[src/rtl/mips_multicycle_control_pkg.sv]
// Shared types and constants for the multi-cycle MIPS control unit:
// state encoding, opcode/funct values and ALU select codes.
package mips_multicycle_control_pkg;

    typedef enum logic [3:0] {
        S_IDLE    = 4'd0,
        S_FETCH   = 4'd1,
        S_DECODE  = 4'd2,
        S_MEMADR  = 4'd3,
        S_MEMRD   = 4'd4,
        S_MEMWB   = 4'd5,
        S_MEMWR   = 4'd6,
        S_EXECUTE = 4'd7,
        S_ALUWB   = 4'd8,
        S_BRANCH  = 4'd9,
        S_ADDIEX  = 4'd10,
        S_ADDIWB  = 4'd11,
        S_JUMP    = 4'd12,
        S_TRAP    = 4'd13,
        S_FAULT   = 4'd14
    } state_t;

    typedef enum logic [1:0] {
        ALU_ADD   = 2'd0,
        ALU_SUB   = 2'd1,
        ALU_FUNCT = 2'd2
    } alu_op_t;

    localparam logic [5:0] OP_RTYPE = 6'b000000;
    localparam logic [5:0] OP_LW    = 6'b100011;
    localparam logic [5:0] OP_SW    = 6'b101011;
    localparam logic [5:0] OP_BEQ   = 6'b000100;
    localparam logic [5:0] OP_ADDI  = 6'b001000;
    localparam logic [5:0] OP_J     = 6'b000010;

    localparam logic [5:0] FN_ADD = 6'b100000;
    localparam logic [5:0] FN_SUB = 6'b100010;
    localparam logic [5:0] FN_AND = 6'b100100;
    localparam logic [5:0] FN_OR  = 6'b100101;
    localparam logic [5:0] FN_SLT = 6'b101010;

    localparam logic [3:0] SEL_AND = 4'b0000;
    localparam logic [3:0] SEL_OR  = 4'b0001;
    localparam logic [3:0] SEL_ADD = 4'b0010;
    localparam logic [3:0] SEL_SUB = 4'b0110;
    localparam logic [3:0] SEL_SLT = 4'b0111;

    // States that hold a memory access open until mem_ready.
    function automatic logic is_mem_state(state_t s);
        return (s == S_FETCH) || (s == S_MEMRD) || (s == S_MEMWR);
    endfunction

endpackage

[src/rtl/mips_multicycle_control_if.sv]
// Instruction-register, memory-handshake and datapath-control bundle
// between the multi-cycle controller and its datapath.
interface mips_multicycle_control_if;
    logic [5:0] opcode;
    logic [5:0] funct;
    logic       mem_ready;
    logic       mem_req;
    logic       mem_write;
    logic       iord;
    logic       ir_write;
    logic       pc_write;
    logic       branch;
    logic [1:0] pc_src;
    logic       alu_src_a;
    logic [1:0] alu_src_b;
    logic [3:0] alu_sel;
    logic       reg_dst;
    logic       mem_to_reg;
    logic       reg_write;
    logic       illegal_op;
    logic       fault;
    logic [3:0] state_o;

    modport master (
        input  opcode, funct, mem_ready,
        output mem_req, mem_write, iord, ir_write, pc_write, branch, pc_src,
               alu_src_a, alu_src_b, alu_sel, reg_dst, mem_to_reg, reg_write,
               illegal_op, fault, state_o
    );

    modport slave (
        output opcode, funct, mem_ready,
        input  mem_req, mem_write, iord, ir_write, pc_write, branch, pc_src,
               alu_src_a, alu_src_b, alu_sel, reg_dst, mem_to_reg, reg_write,
               illegal_op, fault, state_o
    );
endinterface

[src/rtl/mips_mc_alu_decoder.sv]
// Combinational ALU control: maps the controller's alu_op (and funct for
// R-type) to the 4-bit ALU function select.
module mips_mc_alu_decoder
    import mips_multicycle_control_pkg::*;
(
    input  alu_op_t    alu_op,
    input  logic [5:0] funct,
    output logic [3:0] alu_sel
);

    always_comb begin
        alu_sel = SEL_ADD;
        case (alu_op)
            ALU_ADD: alu_sel = SEL_ADD;
            ALU_SUB: alu_sel = SEL_SUB;
            ALU_FUNCT: begin
                case (funct)
                    FN_ADD:  alu_sel = SEL_ADD;
                    FN_SUB:  alu_sel = SEL_SUB;
                    FN_AND:  alu_sel = SEL_AND;
                    FN_OR:   alu_sel = SEL_OR;
                    FN_SLT:  alu_sel = SEL_SLT;
                    default: alu_sel = SEL_ADD;
                endcase
            end
            default: alu_sel = SEL_ADD;
        endcase
    end

endmodule

[src/rtl/mips_multicycle_control.sv]
// Multi-cycle MIPS control FSM with memory ready handshake, wait-timeout
// fault, optional instruction classes and illegal-opcode trap.
module mips_multicycle_control
    import mips_multicycle_control_pkg::*;
#(
    parameter int WAIT_LIMIT  = 15,
    parameter bit ENABLE_ADDI = 1'b1,
    parameter bit ENABLE_JUMP = 1'b1
) (
    input  logic                        clk,
    input  logic                        rst_n,
    mips_multicycle_control_if.master   bus
);

    localparam int CNT_W = (WAIT_LIMIT < 1) ? 1 : $clog2(WAIT_LIMIT + 1);
    localparam logic [CNT_W-1:0] CNT_LAST = CNT_W'((WAIT_LIMIT > 0) ? WAIT_LIMIT - 1 : 0);

    state_t           state_reg, state_next;
    logic [CNT_W-1:0] wait_cnt_reg, wait_cnt_next;
    logic             in_mem_state;
    logic             timeout;
    alu_op_t          alu_op;
    logic             alu_used;
    logic [3:0]       dec_sel;

    assign in_mem_state = is_mem_state(state_reg);
    // A ready in the last allowed cycle still completes the access normally.
    assign timeout = (WAIT_LIMIT > 0) && in_mem_state && !bus.mem_ready
                     && (wait_cnt_reg == CNT_LAST);

    always_comb begin
        state_next = state_reg;
        case (state_reg)
            S_IDLE:   state_next = S_FETCH;
            S_FETCH:  if (bus.mem_ready) state_next = S_DECODE;
            S_DECODE: begin
                case (bus.opcode)
                    OP_RTYPE:     state_next = S_EXECUTE;
                    OP_LW, OP_SW: state_next = S_MEMADR;
                    OP_BEQ:       state_next = S_BRANCH;
                    OP_ADDI:      state_next = ENABLE_ADDI ? S_ADDIEX : S_TRAP;
                    OP_J:         state_next = ENABLE_JUMP ? S_JUMP : S_TRAP;
                    default:      state_next = S_TRAP;
                endcase
            end
            S_MEMADR:  state_next = (bus.opcode == OP_SW) ? S_MEMWR : S_MEMRD;
            S_MEMRD:   if (bus.mem_ready) state_next = S_MEMWB;
            S_MEMWB:   state_next = S_FETCH;
            S_MEMWR:   if (bus.mem_ready) state_next = S_FETCH;
            S_EXECUTE: state_next = S_ALUWB;
            S_ALUWB:   state_next = S_FETCH;
            S_BRANCH:  state_next = S_FETCH;
            S_ADDIEX:  state_next = S_ADDIWB;
            S_ADDIWB:  state_next = S_FETCH;
            S_JUMP:    state_next = S_FETCH;
            S_TRAP:    state_next = S_FETCH;
            S_FAULT:   state_next = S_FAULT;
            default:   state_next = S_IDLE;
        endcase
        if (timeout) state_next = S_FAULT;

        wait_cnt_next = wait_cnt_reg;
        if (state_next != state_reg)
            wait_cnt_next = '0;
        else if (in_mem_state && !bus.mem_ready)
            wait_cnt_next = wait_cnt_reg + CNT_W'(1);
    end

    always_ff @(posedge clk or negedge rst_n) begin
        if (!rst_n) begin
            state_reg    <= S_IDLE;
            wait_cnt_reg <= '0;
        end else begin
            state_reg    <= state_next;
            wait_cnt_reg <= wait_cnt_next;
        end
    end

    mips_mc_alu_decoder u_alu_decoder (
        .alu_op  (alu_op),
        .funct   (bus.funct),
        .alu_sel (dec_sel)
    );

    // Moore decode; only ir_write/pc_write in FETCH also look at mem_ready.
    always_comb begin
        bus.mem_req    = 1'b0;
        bus.mem_write  = 1'b0;
        bus.iord       = 1'b0;
        bus.ir_write   = 1'b0;
        bus.pc_write   = 1'b0;
        bus.branch     = 1'b0;
        bus.pc_src     = 2'b00;
        bus.alu_src_a  = 1'b0;
        bus.alu_src_b  = 2'b00;
        bus.reg_dst    = 1'b0;
        bus.mem_to_reg = 1'b0;
        bus.reg_write  = 1'b0;
        bus.illegal_op = 1'b0;
        bus.fault      = 1'b0;
        alu_op         = ALU_ADD;
        alu_used       = 1'b0;
        case (state_reg)
            S_FETCH: begin
                bus.mem_req   = 1'b1;
                bus.alu_src_b = 2'b01;
                bus.ir_write  = bus.mem_ready;
                bus.pc_write  = bus.mem_ready;
                alu_used      = 1'b1;
            end
            S_DECODE: begin
                bus.alu_src_b = 2'b11;
                alu_used      = 1'b1;
            end
            S_MEMADR, S_ADDIEX: begin
                bus.alu_src_a = 1'b1;
                bus.alu_src_b = 2'b10;
                alu_used      = 1'b1;
            end
            S_MEMRD: begin
                bus.mem_req = 1'b1;
                bus.iord    = 1'b1;
            end
            S_MEMWB: begin
                bus.mem_to_reg = 1'b1;
                bus.reg_write  = 1'b1;
            end
            S_MEMWR: begin
                bus.mem_req   = 1'b1;
                bus.mem_write = 1'b1;
                bus.iord      = 1'b1;
            end
            S_EXECUTE: begin
                bus.alu_src_a = 1'b1;
                alu_op        = ALU_FUNCT;
                alu_used      = 1'b1;
            end
            S_ALUWB: begin
                bus.reg_dst   = 1'b1;
                bus.reg_write = 1'b1;
            end
            S_BRANCH: begin
                bus.alu_src_a = 1'b1;
                bus.pc_src    = 2'b01;
                bus.branch    = 1'b1;
                alu_op        = ALU_SUB;
                alu_used      = 1'b1;
            end
            S_ADDIWB: bus.reg_write = 1'b1;
            S_JUMP: begin
                bus.pc_src   = 2'b10;
                bus.pc_write = 1'b1;
            end
            S_TRAP:  bus.illegal_op = 1'b1;
            S_FAULT: bus.fault      = 1'b1;
            default: ;
        endcase
        bus.alu_sel = alu_used ? dec_sel : 4'b0000;
    end

    assign bus.state_o = state_reg;

endmodule

[src/flat_wrapper.sv]
// flat-port wrapper written by rule: the top's interface ports become plain ports
module mips_multicycle_control_flat import mips_multicycle_control_pkg::*;
#(
    parameter int WAIT_LIMIT  = 15,
    parameter bit ENABLE_ADDI = 1'b1,
    parameter bit ENABLE_JUMP = 1'b1
)
  (clk, rst_n, bus_opcode, bus_funct, bus_mem_ready, bus_mem_req, bus_mem_write, bus_iord, bus_ir_write, bus_pc_write, bus_branch, bus_pc_src, bus_alu_src_a, bus_alu_src_b, bus_alu_sel, bus_reg_dst, bus_mem_to_reg, bus_reg_write, bus_illegal_op, bus_fault, bus_state_o);
  mips_multicycle_control_if bus_i ();
  input  logic clk;
  input  logic rst_n;
  input wire logic [$bits(bus_i.opcode)-1:0] bus_opcode;
  input wire logic [$bits(bus_i.funct)-1:0] bus_funct;
  input wire logic [$bits(bus_i.mem_ready)-1:0] bus_mem_ready;
  output wire logic [$bits(bus_i.mem_req)-1:0] bus_mem_req;
  output wire logic [$bits(bus_i.mem_write)-1:0] bus_mem_write;
  output wire logic [$bits(bus_i.iord)-1:0] bus_iord;
  output wire logic [$bits(bus_i.ir_write)-1:0] bus_ir_write;
  output wire logic [$bits(bus_i.pc_write)-1:0] bus_pc_write;
  output wire logic [$bits(bus_i.branch)-1:0] bus_branch;
  output wire logic [$bits(bus_i.pc_src)-1:0] bus_pc_src;
  output wire logic [$bits(bus_i.alu_src_a)-1:0] bus_alu_src_a;
  output wire logic [$bits(bus_i.alu_src_b)-1:0] bus_alu_src_b;
  output wire logic [$bits(bus_i.alu_sel)-1:0] bus_alu_sel;
  output wire logic [$bits(bus_i.reg_dst)-1:0] bus_reg_dst;
  output wire logic [$bits(bus_i.mem_to_reg)-1:0] bus_mem_to_reg;
  output wire logic [$bits(bus_i.reg_write)-1:0] bus_reg_write;
  output wire logic [$bits(bus_i.illegal_op)-1:0] bus_illegal_op;
  output wire logic [$bits(bus_i.fault)-1:0] bus_fault;
  output wire logic [$bits(bus_i.state_o)-1:0] bus_state_o;
  assign bus_i.opcode = bus_opcode;
  assign bus_i.funct = bus_funct;
  assign bus_i.mem_ready = bus_mem_ready;
  assign bus_mem_req = bus_i.mem_req;
  assign bus_mem_write = bus_i.mem_write;
  assign bus_iord = bus_i.iord;
  assign bus_ir_write = bus_i.ir_write;
  assign bus_pc_write = bus_i.pc_write;
  assign bus_branch = bus_i.branch;
  assign bus_pc_src = bus_i.pc_src;
  assign bus_alu_src_a = bus_i.alu_src_a;
  assign bus_alu_src_b = bus_i.alu_src_b;
  assign bus_alu_sel = bus_i.alu_sel;
  assign bus_reg_dst = bus_i.reg_dst;
  assign bus_mem_to_reg = bus_i.mem_to_reg;
  assign bus_reg_write = bus_i.reg_write;
  assign bus_illegal_op = bus_i.illegal_op;
  assign bus_fault = bus_i.fault;
  assign bus_state_o = bus_i.state_o;
  mips_multicycle_control #(.WAIT_LIMIT(WAIT_LIMIT), .ENABLE_ADDI(ENABLE_ADDI), .ENABLE_JUMP(ENABLE_JUMP)) u_core (.clk(clk), .rst_n(rst_n), .bus(bus_i));
endmodule
[config.mk]
export PLATFORM = sky130hd
export DESIGN_NAME = mips_multicycle_control_flat
export DESIGN_NICKNAME = d
export VERILOG_FILES = /design/src/rtl/mips_multicycle_control_pkg.sv /design/src/rtl/mips_multicycle_control_if.sv /design/src/rtl/mips_mc_alu_decoder.sv /design/src/rtl/mips_multicycle_control.sv /design/src/flat_wrapper.sv
export SDC_FILE = /design/constraint.sdc
export NUM_CORES = 1
export LEC_CHECK = 0
export CAP_MARGIN = 25
export CORE_MARGIN = 2
export CORE_UTILIZATION = 35
export CTS_BUF_LIST = sky130_fd_sc_hd__clkbuf_8
export DETAILED_ROUTE_END_ITERATION = 10
export MAX_ROUTING_LAYER = met4
export PLACE_DENSITY_LB_ADDON = 0.1
export SYNTH_ARGS = -nofsm -noshare
export SYNTH_HDL_FRONTEND = slang
export SYNTH_SLANG_ARGS = --single-unit
[constraint.sdc]
create_clock -name clk -period 2.67 [get_ports clk]
set_clock_uncertainty 0.1 [all_clocks]
set_input_delay 0.4005 -clock clk [delete_from_list [all_inputs] [get_ports clk]]
set_output_delay 0.4005 -clock clk [all_outputs]
set_load 0.1 [all_outputs]
* Word level (Yosys, flattened, before mapping)
Cells that the tools add are included.
** Word-level totals
- Logic and storage cells :: 74
- Output and inout port bits :: 24
- Input bits :: 15
- Register bits :: 8
** Operators by class
- Reductions and logical operators :: 16
- Equal/unequal tests :: 27
- $add $sub $neg :: 1
- Multiplexer cells :: 28
** Operators with widths (count)
- $eq A6 B6 Y1 const B :: 6
- $pmux W4 S9 :: 1
- $eq A4 B4 Y1 const B :: 8
- $mux W4 :: 6
- $pmux W4 S5 :: 1
- $eq A4 B3 Y1 const B :: 4
- $mux W1 :: 12
- $pmux W3 S4 :: 1
- $eq A4 B2 Y1 const B :: 2
- $pmux W2 S2 :: 2
- $reduce_or A7 Y1 :: 1
- $eq A6 B2 Y1 const B :: 1
- $eq A6 B3 Y1 const B :: 1
- $eq A6 B4 Y1 const B :: 1
- $logic_not A6 Y1 :: 1
- $pmux W2 S3 :: 1
- $pmux W3 S2 :: 1
- $reduce_or A2 Y1 :: 3
- $reduce_or A3 Y1 :: 2
- $reduce_or A6 Y1 :: 1
- $add A4 B1 Y4 const B :: 1
- $eq A4 B1 Y1 const B :: 1
- $logic_not A4 Y1 :: 1
- $ne A4 B4 Y1 :: 1
- other kinds (10) :: 12

* Longest topological paths before layout
- Depth after elaboration :: 8
- Gate-level depth with buffers :: 10
- Depth with buffers taken out :: 8

* Hierarchy
Synthesis repeated with hierarchy kept, for this count alone.
** Unflattened totals
- Cell total of the unflattened synthesis :: 118
- Area total of the unflattened synthesis :: 909.6 µm²
** Modules (own cells, without submodules)
- mips_multicycle_control :: instances 1, area each 779.5 µm², cells each 101, seq. area each 200.2 µm²
- mips_mc_alu_decoder :: instances 1, area each 130.1 µm², cells each 17, seq. area each 0.0 µm²

* Worst setup path after synthesis
No wires, ideal clock.
- Kind :: register to output
- Start :: reg u_core.state_reg[0] (netlist: u_core.bus.state_o[0])
- End :: out bus_alu_sel[0]
- Stages on the path, launching flop included :: 7
- Data required time :: 2.169 ns
- Setup slack :: -2.884 ns
- Path buffers :: 2
- Arrival :: 5.053 ns
- Cell sequence :: dfrtp_1 -> buf_2 -> buf_1 -> nand4_1 -> ha_1 -> nand2_1 -> nor4bb_1
** Between the ends
- Longest elaborated chain between the ends :: 5
- Elaborated cells on any way between the ends :: 13
- Those cells by class :: eq/ne (8); mux (4); reduce/logical (1)
** RTL lines
- start: declaration :: RTL line mips_multicycle_control.sv:18 : state_t state_reg, state_next;
- start signal: assignment :: RTL line mips_multicycle_control.sv:74 : state_reg <= state_next;
- $eq A4 B4 Y1 or $eq A4 B3 Y1 (tied branches) :: RTL line mips_multicycle_control.sv:103 : case (state_reg)
- $pmux W2 S2 :: RTL line mips_multicycle_control.sv:103
- $eq A2 B2 Y1 or $eq A2 B1 Y1 (tied branches) :: RTL line mips_mc_alu_decoder.sv:13 : case (alu_op)
- $pmux W3 S2 :: RTL line mips_mc_alu_decoder.sv:13
- $mux W3 * :: RTL line mips_multicycle_control.sv:158 : bus.alu_sel = alu_used ? dec_sel : 4'b0000;
- end: declaration :: RTL line flat_wrapper.sv:24 : output wire logic [$bits(bus_i.alu_sel)-1:0] bus_alu_sel;
Mark *: on every way between the ends. The rest lies on a longest branch, timed or not.

* Final worst setup path
- Start :: reg u_core.state_reg[1] (netlist: u_core.bus.state_o[1])
- End :: out bus_alu_sel[1]
Same word-level chain as after synthesis.

==> flow_summary.ini <==
[run_status]
outcome = finished, final reports clean

[clock_tree]
numClockSinks = 8
cts_buffer_depth = 2
clock_tree.root_cell = sky130_fd_sc_hd__clkbuf_8
cts_hold_buf = 0
tritoncts = done
h_tree_level_count = 1
path_clk_slew_ns = 0.04
cts-buffers-inserted = 3
worst_skew_late_latency_ns = 0.22

[logic_synthesis]
muxShareOfSynthArea = 0
ys_seq_area_frac = 0.1939
postSynthAreaPerCell_um2 = 7.480
synth-simple-area-share = 0.3794
most_used_standard_cells_in_the_synthesized_netlist = sky130_fd_sc_hd__nand2_1, sky130_fd_sc_hd__nor2_1, sky130_fd_sc_hd__a21oi_1, sky130_fd_sc_hd__dfrtp_1, sky130_fd_sc_hd__nor3_1
synth_compound_area_frac = 0.2230
synth_warnings = 0
synth_top_area_share = 0.1939
synth.cell_area_mm2 = 0.001032
syn_inst = 138
synth-async-reset-ratio = 1.000
number_of_enable_type_register_cells_in_the_synthesized_netlist = 0
ys_dominant_reg_cell = sky130_fd_sc_hd__dfrtp_1
yosys.cell_types.count = 50
synth.area.top_cells = sky130_fd_sc_hd__dfrtp_1, sky130_fd_sc_hd__ha_1, sky130_fd_sc_hd__xnor2_1
postSynthRegisterBits = 8
synth_xor_area_frac = 0.05939
mappedNetlistNets = 158
synth_top_family_by_area = simple AND/OR/NAND/NOR gates
synth_adder_area_share = 0.06061
post-synth-top-area-cell = sky130_fd_sc_hd__dfrtp_1

[grt]
grt_start_max_net_pins = 21
grt_first_pass_wirelength_um = 4809
grt_usage = 0.1826
global_route.overflow_total = 0
grt_pass1_vias = 1027
grt_antenna_before_repair = 0

[route]
drt_first_iter_violations = 28
avgRoutedWirePerCell_um = 13.41
detailed_route_via_count = 1109
postRouteAntennaNets = 0
totalWireLength_um = 2776
via_density_per_instance = 5.357
drt-pass1-iter-count = 4
post-route-drc-count = 0

[critical_path]
r2r_slack_ns = 0.38
worst_ep_required_time_ns = 2.17
critical_path_class = register to output pin
timing.critical_path.from_type = register
critical_path.endpoint_type = output pin
cp.arrival_ns = 2.09
highest_net_fanout_along_the_worst_path = 9

[placed_design]
dp_slack_ns = 0.2347
globalplace.congestion = 0.8233
port-buffer-count = 37
detailed_place_hpwl_um = 2174

[timing]
fin_crit_ns = 2.594
min_period_over_period = 0.9715
slew_violations = 0
max_freq_ghz = 0.3855
finalHoldViolCount = 0
slew-limit-headroom = 0.5944
final_worst_setup_slack_ns = 0.07617
tightestPinTransition_ns = 0.6021
final-setup-viol-count = 0

[floorplan]
initial_core_util = 0.3711
die_width_um = 58.31
rows = 19
io_pins = 39
placeableCoreArea_mm2 = 0.002781
dieArea_mm2 = 0.003399
chipHeight_um = 58.31

[cells_and_area]
n_fill_cell = 235
number_of_antenna_diodes = 0
final-seq-area_um2 = 215.2
final_net_count = 198
layout-drive-gt1-share = 0.3920
final_core_util = 0.6163
layout-area-overhead-vs-synth_pct = 66.06
multi_input_area_um2 = 882.1

[hold_path]
min-delay-path-class = input port to asynchronous set/reset pin

[job]
number_of_maximum_capacitance_constraint_violations = 0
through the flow:
stage | setup TNS (ns) | cells | hold slack [ns] | instance area [um^2]
floorplan | -4.910 | 138 | 0.004909 | 1202
global placement | 0 | 201 | 0.4411 | 1640
detailed placement | 0 | 201 | 0.4520 | 1640
CTS | 0 | 204 | 0.3535 | 1685
global route | -0.006017 | 207 | 0.3732 | 1714
finish | 0 | 207 | 0.3509 | 1714
layer usage:
| metal | part of all wire | vias up | GRT usage |
|---|---|---|---|
| met1 | 0.45 | 504 | 0.2387 |
| li1 | - | 574 | - |
| met3 | 0.047 | 0 | 0.01758 |
| met5 | 0 | - | - |
| met4 | 0 | 0 | 0.05648 |
| met2 | 0.50 | 31 | 0.2986 |
worst max-delay path: stages (launching register included):
cell and delay, ns:
sky130_fd_sc_hd__dfrtp_4 0.51, sky130_fd_sc_hd__nand2b_4 0.19, sky130_fd_sc_hd__or2_4 0.28, sky130_fd_sc_hd__ha_1 0.25
sky130_fd_sc_hd__a31oi_2 0.17, sky130_fd_sc_hd__nand2_1 0.09, sky130_fd_sc_hd__a21oi_2 0.15, sky130_fd_sc_hd__a21oi_4 0.05
sky130_fd_sc_hd__buf_12 0.16
path summary, 6_finish.rpt:
kind                                             start                      to  cells past startpoint
worst max-delay path             u_core.bus.state_o[1]          bus_alu_sel[1]                      8
worst min-delay path                             rst_n   u_core.bus.state_o[1]                      1
worst max register to register   u_core.bus.state_o[3]  u_core.wait_cnt_reg[0]                      7
worst min register to register  u_core.wait_cnt_reg[3]  u_core.wait_cnt_reg[3]                      2
max in group asynchronous                        rst_n   u_core.bus.state_o[0]                      1
min in group clk                u_core.wait_cnt_reg[3]  u_core.wait_cnt_reg[3]                      2
kinds of logic (layout without fill, tap and decap cells):
kind of cell	Yosys count	count (layout)
flops	8	8
buf+inv	16	54
fa+ha+maj	5	5
xor+xnor	7	7
compound gates	33	33
other cells	1	1
simple gates	68	68
repair_timing:
| action | CTS | global route |
|---|---|---|
| pin swaps | 0 | 3 |
| gates cloned | 0 | 0 |
| setup endpoints to repair | 1 | 3 |
| resized for setup | 1 | 2 |
| buffers inserted | 0 | 3 |
placed cells by master (no fill, tap or decap), types with 3 or more instances in the layout:
| cell | Yosys | final |
|---|---|---|
| sky130_fd_sc_hd__buf_4 | 2 | 20 |
| sky130_fd_sc_hd__clkdlybuf4s50_1 | 0 | 14 |
| sky130_fd_sc_hd__nand2_1 | 14 | 12 |
| sky130_fd_sc_hd__nor2_1 | 14 | 11 |
| sky130_fd_sc_hd__buf_12 | 0 | 11 |
| sky130_fd_sc_hd__a21oi_1 | 9 | 7 |
| sky130_fd_sc_hd__xnor2_1 | 7 | 7 |
| sky130_fd_sc_hd__nor3_1 | 8 | 5 |
| sky130_fd_sc_hd__inv_1 | 6 | 4 |
| sky130_fd_sc_hd__dfrtp_4 | 0 | 4 |
| sky130_fd_sc_hd__dfrtp_1 | 8 | 4 |
| sky130_fd_sc_hd__or2_4 | 0 | 3 |
| sky130_fd_sc_hd__nand3_1 | 3 | 3 |
| sky130_fd_sc_hd__nor2b_1 | 3 | 3 |
| sky130_fd_sc_hd__o21ai_0 | 4 | 3 |
| sky130_fd_sc_hd__ha_1 | 5 | 3 |
| sky130_fd_sc_hd__clkbuf_8 | 0 | 3 |
area by class of cell:
type	instances	share of cell area
Multi-Input combinational cell	114	0.5146
Timing Repair Buffer	45	0.2978
Sequential cell	8	0.1255
Clock buffer	3	0.02409
Tap cell	31	0.02263
Inverter	6	0.01533
Power is not shown: default switching activity piles up to over one toggle a cycle in this logic, so the estimate is an artifact.
